[config.mk]
export PLATFORM = sky130hd
export DESIGN_NAME = ex_div_unit
export DESIGN_NICKNAME = d
export VERILOG_FILES = /design/src/rtl/ex_div_unit_pkg.sv /design/src/rtl/ex_div_unit_step.sv /design/src/rtl/ex_div_unit.sv
export SDC_FILE = /design/constraint.sdc
export NUM_CORES = 1
export LEC_CHECK = 0
export CAP_MARGIN = 20
export CORE_UTILIZATION = 40
export DETAILED_ROUTE_END_ITERATION = 12
export HOLD_SLACK_MARGIN = 0.03
export PLACE_DENSITY = 0.59
export SLEW_MARGIN = 20
export SYNTH_ARGS = -nofsm -noshare
export SYNTH_HDL_FRONTEND = slang
export SYNTH_HIERARCHICAL = 1
export SYNTH_SLANG_ARGS = --single-unit
export TNS_END_PERCENT = 50
[constraint.sdc]
create_clock -name clk -period 9.7 [get_ports clk]
set_clock_uncertainty 0.1 [all_clocks]
set_input_delay 1.455 -clock clk [delete_from_list [all_inputs] [get_ports clk]]
set_output_delay 1.455 -clock clk [all_outputs]
set_load 0.005 [all_outputs]
[src/rtl/ex_div_unit_pkg.sv]
// ex_div_unit_pkg: shared state encodings, widths and start aliases for the EX-stage divider
package ex_div_unit_pkg;
  localparam int DIV_DATA_W = 32;
  localparam int DIV_RESULT_W = 2 * DIV_DATA_W;
  localparam logic DIV_START = 1'b1;
  localparam logic DIV_STOP = 1'b0;
  typedef enum logic [1:0] {
    div_idle = 2'd0,
    div_zero = 2'd1,
    div_run  = 2'd2,
    div_done = 2'd3
  } div_state_e;
endpackage

[src/rtl/ex_div_unit_step.sv]
// ex_div_unit_step: one restoring-division step (in: rem, dvs, msb; out: rem_nxt, q_bit)
module ex_div_unit_step
  import ex_div_unit_pkg::*;
#(
  parameter int W = DIV_DATA_W
) (
  input  logic [W-1:0] rem,
  input  logic [W-1:0] dvs,
  input  logic         msb,
  output logic [W-1:0] rem_nxt,
  output logic         q_bit
);
  logic [W:0] shifted;
  logic [W:0] diff;
  assign shifted = {rem, msb};
  assign diff = shifted - {1'b0, dvs};
  assign q_bit = ~diff[W];
  assign rem_nxt = q_bit ? diff[W-1:0] : shifted[W-1:0];
endmodule

[src/rtl/ex_div_unit.sv]
// ex_div_unit: iterative radix-2 DIV/DIVU (in: clk, reset, start, signed_div, opdata1, opdata2, annul; out: result {rem,quo}, ready, stall_req)
module ex_div_unit
  import ex_div_unit_pkg::*;
#(
  parameter int DATA_W = DIV_DATA_W,
  parameter int CNT_W = 6
) (
  input  logic                  clk,
  input  logic                  reset,
  input  logic                  start,
  input  logic                  signed_div,
  input  logic [DATA_W-1:0]     opdata1,
  input  logic [DATA_W-1:0]     opdata2,
  input  logic                  annul,
  output logic [2*DATA_W-1:0]   result,
  output logic                  ready,
  output logic                  stall_req
);
  div_state_e state;
  logic [CNT_W-1:0] cnt;
  logic [DATA_W-1:0] rem, dvd, dvs, rem_nxt, q_nxt;
  logic neg_q, neg_r, q_bit;
  logic neg1, neg2;
  ex_div_unit_step #(.W(DATA_W)) u_step (
    .rem(rem),
    .dvs(dvs),
    .msb(dvd[DATA_W-1]),
    .rem_nxt(rem_nxt),
    .q_bit(q_bit)
  );
  assign q_nxt = {dvd[DATA_W-2:0], q_bit};
  assign neg1 = signed_div & opdata1[DATA_W-1];
  assign neg2 = signed_div & opdata2[DATA_W-1];
  assign stall_req = start & ~ready;
  always_ff @(posedge clk) begin
    if (reset || annul) begin
      state  <= div_idle;
      cnt    <= '0;
      result <= '0;
      ready  <= 1'b0;
    end else begin
      case (state)
        div_idle: if (start) begin
          if (opdata2 == '0) begin
            state <= div_zero;
          end else begin
            state <= div_run;
            dvd   <= neg1 ? -opdata1 : opdata1;
            dvs   <= neg2 ? -opdata2 : opdata2;
            neg_q <= neg1 ^ neg2;
            neg_r <= neg1;
            cnt   <= '0;
            rem   <= '0;
          end
        end
        div_zero: begin
          state  <= start ? div_done : div_idle;
          ready  <= start;
          result <= '0;
        end
        div_run: if (!start) begin
          state <= div_idle;
        end else begin
          rem <= rem_nxt;
          dvd <= q_nxt;
          cnt <= cnt + CNT_W'(1);
          if (cnt == CNT_W'(DATA_W - 1)) begin
            state  <= div_done;
            ready  <= 1'b1;
            result <= {neg_r ? -rem_nxt : rem_nxt, neg_q ? -q_nxt : q_nxt};
          end
        end
        div_done: if (!start) begin
          state <= div_idle;
          ready <= 1'b0;
        end
        default: state <= div_idle;
      endcase
    end
  end
endmodule
Word level (Yosys, flattened, before mapping)

Index checks and enable logic that the tools add are counted.

Bits in registers: 171
Input port bits: 69
Logic and storage cells: 76

$add $sub $neg: 6
Eq/ne operators: 10
Mux-type cells: 31
Bitwise logic cells: 8
Reductions and logical operators: 12

Operators by type and width:

| cell                                                                  | count |
|---|---|
| 32-bit 2-to-1 mux                                                     | 11 |
| 64-bit 2-to-1 mux                                                     | 2 |
| 32-bit negation                                                       | 4 |
| 32-bit case mux with 2 select lines                                   | 2 |
| 64-bit case mux with 2 select lines                                   | 1 |
| 33-bit by 32-bit subtractor with 33-bit output                        | 1 |
| 32-bit zero test                                                      | 1 |
| 6-bit 2-to-1 mux                                                      | 3 |
| 2-bit 2-to-1 mux                                                      | 6 |
| 6-bit case mux with 2 select lines                                    | 1 |
| 4-bit AND reduction                                                   | 3 |
| 2-bit inequality test, second input constant                          | 5 |
| 2-bit case mux with 4 select lines                                    | 1 |
| 6-bit by 1-bit adder with 6-bit output, second input constant         | 1 |
| 6-bit by 5-bit equality test with 1-bit output, second input constant | 1 |
| 3-bit AND reduction                                                   | 2 |
| 5-bit AND reduction                                                   | 1 |
| 2-bit equality test, second input constant                            | 2 |
| 1-bit inverter                                                        | 4 |
| 2-bit nonzero test                                                    | 2 |
| 1-bit AND                                                             | 3 |
| 1-bit 2-to-1 mux                                                      | 3 |
| 3-bit inequality test, second input constant                          | 1 |
| 1-bit case mux with 3 select lines                                    | 1 |
| other kinds (5)                                                       | 5 |

Longest topological paths before layout

Depth in word-level cells: 7
Mapped depth: 21

Modules after synthesis

The synthesis kept the hierarchy.

Modules (own cells, without submodules):

| module           | times used | cells each | area an instance (um2) | seq. area each (um2) |
|---|---|---|---|---|
| ex_div_unit      | 1          | 906        | 8921.1                 | 4404.2 |
| ex_div_unit_step | 1          | 309        | 2317.2                 | 0.0 |

Worst setup path before layout

OpenSTA, ideal clock, no wires.

Kind: input to register
Start point: input opdata2[0]
End point: register dvd[0], enable pin
Library setup time: 0.564 ns
Arrival time: 6.646 ns
Required time: 9.036 ns
Path slack: 2.389 ns
Cell stages on the path: 6
Path buffers: 0
Cells stage by stage: inv_1 -> ha_1 -> nor3b_1 -> nand3_1 -> nor4_2 -> nor3_1

Cells in the longest elaborated chain, start to end: 3

Ends and longest elaborated chain:

| what                            | RTL line          | text |
|---|---|---|
| from (decl)                     | ex_div_unit.sv:13 | `input logic [DATA_W-1:0] opdata2,` |
| 32-bit zero test                | ex_div_unit.sv:44 | `if (opdata2 == '0) begin` |
| 2-bit inequality test (no line) | n/a               |  |
| 5-bit AND reduction (no line)   | n/a               |  |
| to (signal assigned)            | ex_div_unit.sv:48 | `dvd <= neg1 ? -opdata1 : opdata1;` |
| to (signal assigned)            | ex_div_unit.sv:65 | `dvd <= q_nxt;` |
| to (decl)                       | ex_div_unit.sv:21 | `logic [DATA_W-1:0] rem, dvd, dvs, rem_nxt, q_nxt;` |

No other way between the ends.
A chain may end at the register's enable or synchronous reset.

Worst setup path after layout

Start point: register dvs[0]
End point: register result[56]

Cells in the longest elaborated chain, start to end: 7

Ends and longest elaborated chain:

| what                                           | RTL line               | text |
|---|---|---|
| from (decl)                                    | ex_div_unit.sv:21      |  |
| from (signal assigned)                         | ex_div_unit.sv:49      | `dvs <= neg2 ? -opdata2 : opdata2;` |
| 33-bit by 32-bit subtractor with 33-bit output | ex_div_unit_step.sv:16 | `assign diff = shifted - {1'b0, dvs};` |
| 32-bit 2-to-1 mux                              | ex_div_unit_step.sv:18 | `assign rem_nxt = q_bit ? diff[W-1:0] : shifted[W-1:0];` |
| named net rem_nxt[7]                           | ex_div_unit.sv:21      |  |
| 32-bit negation                                | ex_div_unit.sv:70      | `result <= {neg_r ? -rem_nxt : rem_nxt, neg_q ? -q_nxt : q_nxt};` |
| 32-bit 2-to-1 mux                              | ex_div_unit.sv:70      |  |
| 64-bit 2-to-1 mux                              | ex_div_unit.sv:67      | `if (cnt == CNT_W'(DATA_W - 1)) begin` |
| 64-bit 2-to-1 mux                              | ex_div_unit.sv:61      | `div_run: if (!start) begin` |
| 64-bit case mux with 2 select lines            | ex_div_unit.sv:42      | `case (state)` |
| to (signal assigned)                           | ex_div_unit.sv:70      |  |
| to (decl)                                      | ex_div_unit.sv:15      | `output logic [2*DATA_W-1:0] result,` |

The timed path passes the listed nets, and every way through them passes these cells. The select of a mux whose other input is x is not followed.

==> flow_metrics.tcl <==
set metrics [dict create \
    fin_cells 1708 \
    synth_area_um2 11200 \
    die_area_um2 28800 \
    cts_hold_buf 0 \
    antenna_found_initial 0 \
    dpl.hpwl_mm 22.5 \
    rsz0062_at_grt "no" \
    vias_per_cell 5.49 \
    drt_iter0_drc 732 \
    post_cts.repair.setup_buffers 0 \
    finalCritPeriodShare 0.583 \
    cts_tree "done" \
    initial_core_util 0.412 \
    synth.distinct_cells 79 \
    slew_headroom 0.325 \
    synth_commonest_cells "nand2_1, o21ai_0, edfxtp_1, dfxtp_1, xor2_1" \
    ff2ff_path_depth 17 \
    coreArea_um2 27300 \
    area_growth_pct 20.0 \
    yosysSeqAreaShare 0.392 \
    die_y_um 170 \
    use_met2 0.345 \
    fin_crit_ns 5.66 \
    track_usage 0.215 \
    whs_path_depth 2 \
    grt_use_met3 0.0264 \
    setup_tns_ns 0 \
    placed_cells 1675 \
    cp.required_ns 9.90 \
    max_cap_viol_count 0 \
    synthFlopType "edfxtp_1" \
    grt_max_degree 96 \
    wl_mm 30.3 \
    synth_edf_count 98 \
    post_cts_resize_count 0 \
    use_met1 0.303 \
    dpl-instance-area_um2 12900 \
    netlist_instances 1215 \
    worstPathArrival_ns 5.86 \
    clock-sinks 171 \
    placementRows 60 \
    clk_pin_slew_ns 0.07 \
    crit_fanout 29 \
    syn_nets 1327 \
    root_buffer "clkbuf_16" \
    finalPower_mw 1.82 \
    netlist.area_leader.share 0.262 \
    p_leak_nw 4.87 \
    wl_per_cell_um 17.7 \
    ant_nets 0 \
    cts_buffers 17 \
    cp-end-kind "flip-flop" \
    io_pins 135 \
    start_kind "flip-flop" \
    port_buffers 134 \
    synth_top_area_cell "edfxtp_1" \
    clk_latency_ns 0.43 \
    gp_congestion 0.876 \
    nets 1435 \
    yosysWarnings 6 \
    drt_first_pass_iters 5 \
    yosysMostFrequentCell "nand2_1" \
    grt_pass1_vias 8754 \
    htreeDepth 4 \
    r2r_setup_slack_ns 4.04 \
    grt.busiest_layer "met2" \
    hp-class "reg -> reg" \
    max-clock-path-buffers 2 \
    n_antenna_cell 0 \
    hold_violations 0 \
    synthTopCellsByArea "edfxtp_1, dfxtp_1, xor2_1" \
    crit_type "reg -> reg" \
    vias 9384 \
    syn_avg_cell_area_um2 9.25 \
    die_x_um 170 \
    drc 0 \
    p_per_area_nw_per_um2 135 \
    grt_pass1_wl_mm 48.2 \
    synthArstFlopShare 0 \
    synth-seq-cells 171 \
    outcome "completed" \
    fmax_ghz 0.177 \
    peakVddDrop_mv 0.0902 \
    overflow 0 \
    layout-drive-gt1-share 0.0778 \
    slew_violations 0 \
    worstMarginPinSlew_ns 1.01 \
    final_cell_area_um2 13500 \
    finalSetupViolations 0 \
]
## stage by stage
stage	setup slack (ns)	hold WS [ns]	util
floorplan	2.39	0.344	-
global placement	4.19	0.337	0.473
detailed placement	4.11	0.344	0.473
CTS	4.08	0.354	0.494
global route	3.55	0.370	0.495
finish	4.04	0.351	0.495
## layer usage
metal  part of all wire  vias up
met5                  0        -
met4              0.014        0
met3              0.040       27
met2               0.46      238
met1               0.48     4476
li1                   -     4643
## power by group
part	total [mW]	internal (mW)	leakage, nW	switching [mW]
Clock	0.703	0.387	0.289	0.317
Sequential	0.804	0.790	1.50	0.0143
Combinational	0.315	0.138	3.09	0.177
Total	1.82	1.31	4.87	0.508
## layout by cell type (no fill, tap or decap), drive strengths merged, types with 4 or more instances in the layout
cell,count
xnor2,69
nor3b,4
nor4,18
nor2,61
a31oi,15
inv,72
clkbuf,18
a22oi,21
and3,8
o2111ai,5
o21ai,118
nand2,122
xor2,73
nand2b,11
or4,19
a21oi,52
nand4,9
o31ai,33
o21a,5
nor2b,5
edfxtp,98
ha,42
dfxtp,73
a211oi,4
clkdlybuf4s50,134
and2,37
o211ai,5
mux2,28
mux2i,8
or2,6
nor3,29
clkinv,5
o41ai,25
or3,9
a41oi,4
nand3,25
a21o,13
buf,12
## state kept, by name, summed over array words and instances, names as in the netlist
signal and cells:
result 64, dvd 32, dvs 32, rem 32, cnt 6, state 2, neg_q 1, neg_r 1
ready 1
## layout make-up
type	count	area (µm²)
sequential	171	4400
inverter	66	255
fill	2624	13800
timing repair buffer	146	1440
multi-input combinational	921	6340
clock buffer	18	429
clock inverter	14	161
tap	372	465
## kinds of logic after synthesis
family	count (synthesis)	share of synthesized area
AO/OA/AOI/OAI	324	0.188
XOR/XNOR	142	0.111
adder cells (fa/ha/maj)	43	0.0485
buffers and inverters	123	0.0464
flip-flops	171	0.392
multiplexers	36	0.0426
AND/OR/NAND/NOR	376	0.172
## worst max-delay path, cell delays in order, from the launching register on
cell	delay, ns
edfxtp_1	0.38
ha_1	0.24
fa_1	0.39
and2b_1	0.24
o2111ai_2	0.13
a21oi_2	0.25
o211ai_2	0.16
a211oi_4	0.29
nor2_4	0.09
mux2i_4	0.33
and2_4	0.31
inv_8	0.11
mux2_2	0.33
nor4_1	0.71
nand3_1	0.62
o41ai_1	0.56
xor2_1	0.17
o21ai_0	0.09
## path summary, 6_finish.rpt
path,start,to
worst max-delay path,dvs[0],result[56]
worst min-delay path,result[9],result[9]
worst max register to register,dvs[0],result[56]
worst min register to register,result[9],result[9]
Power figures use the tool's default switching activity.
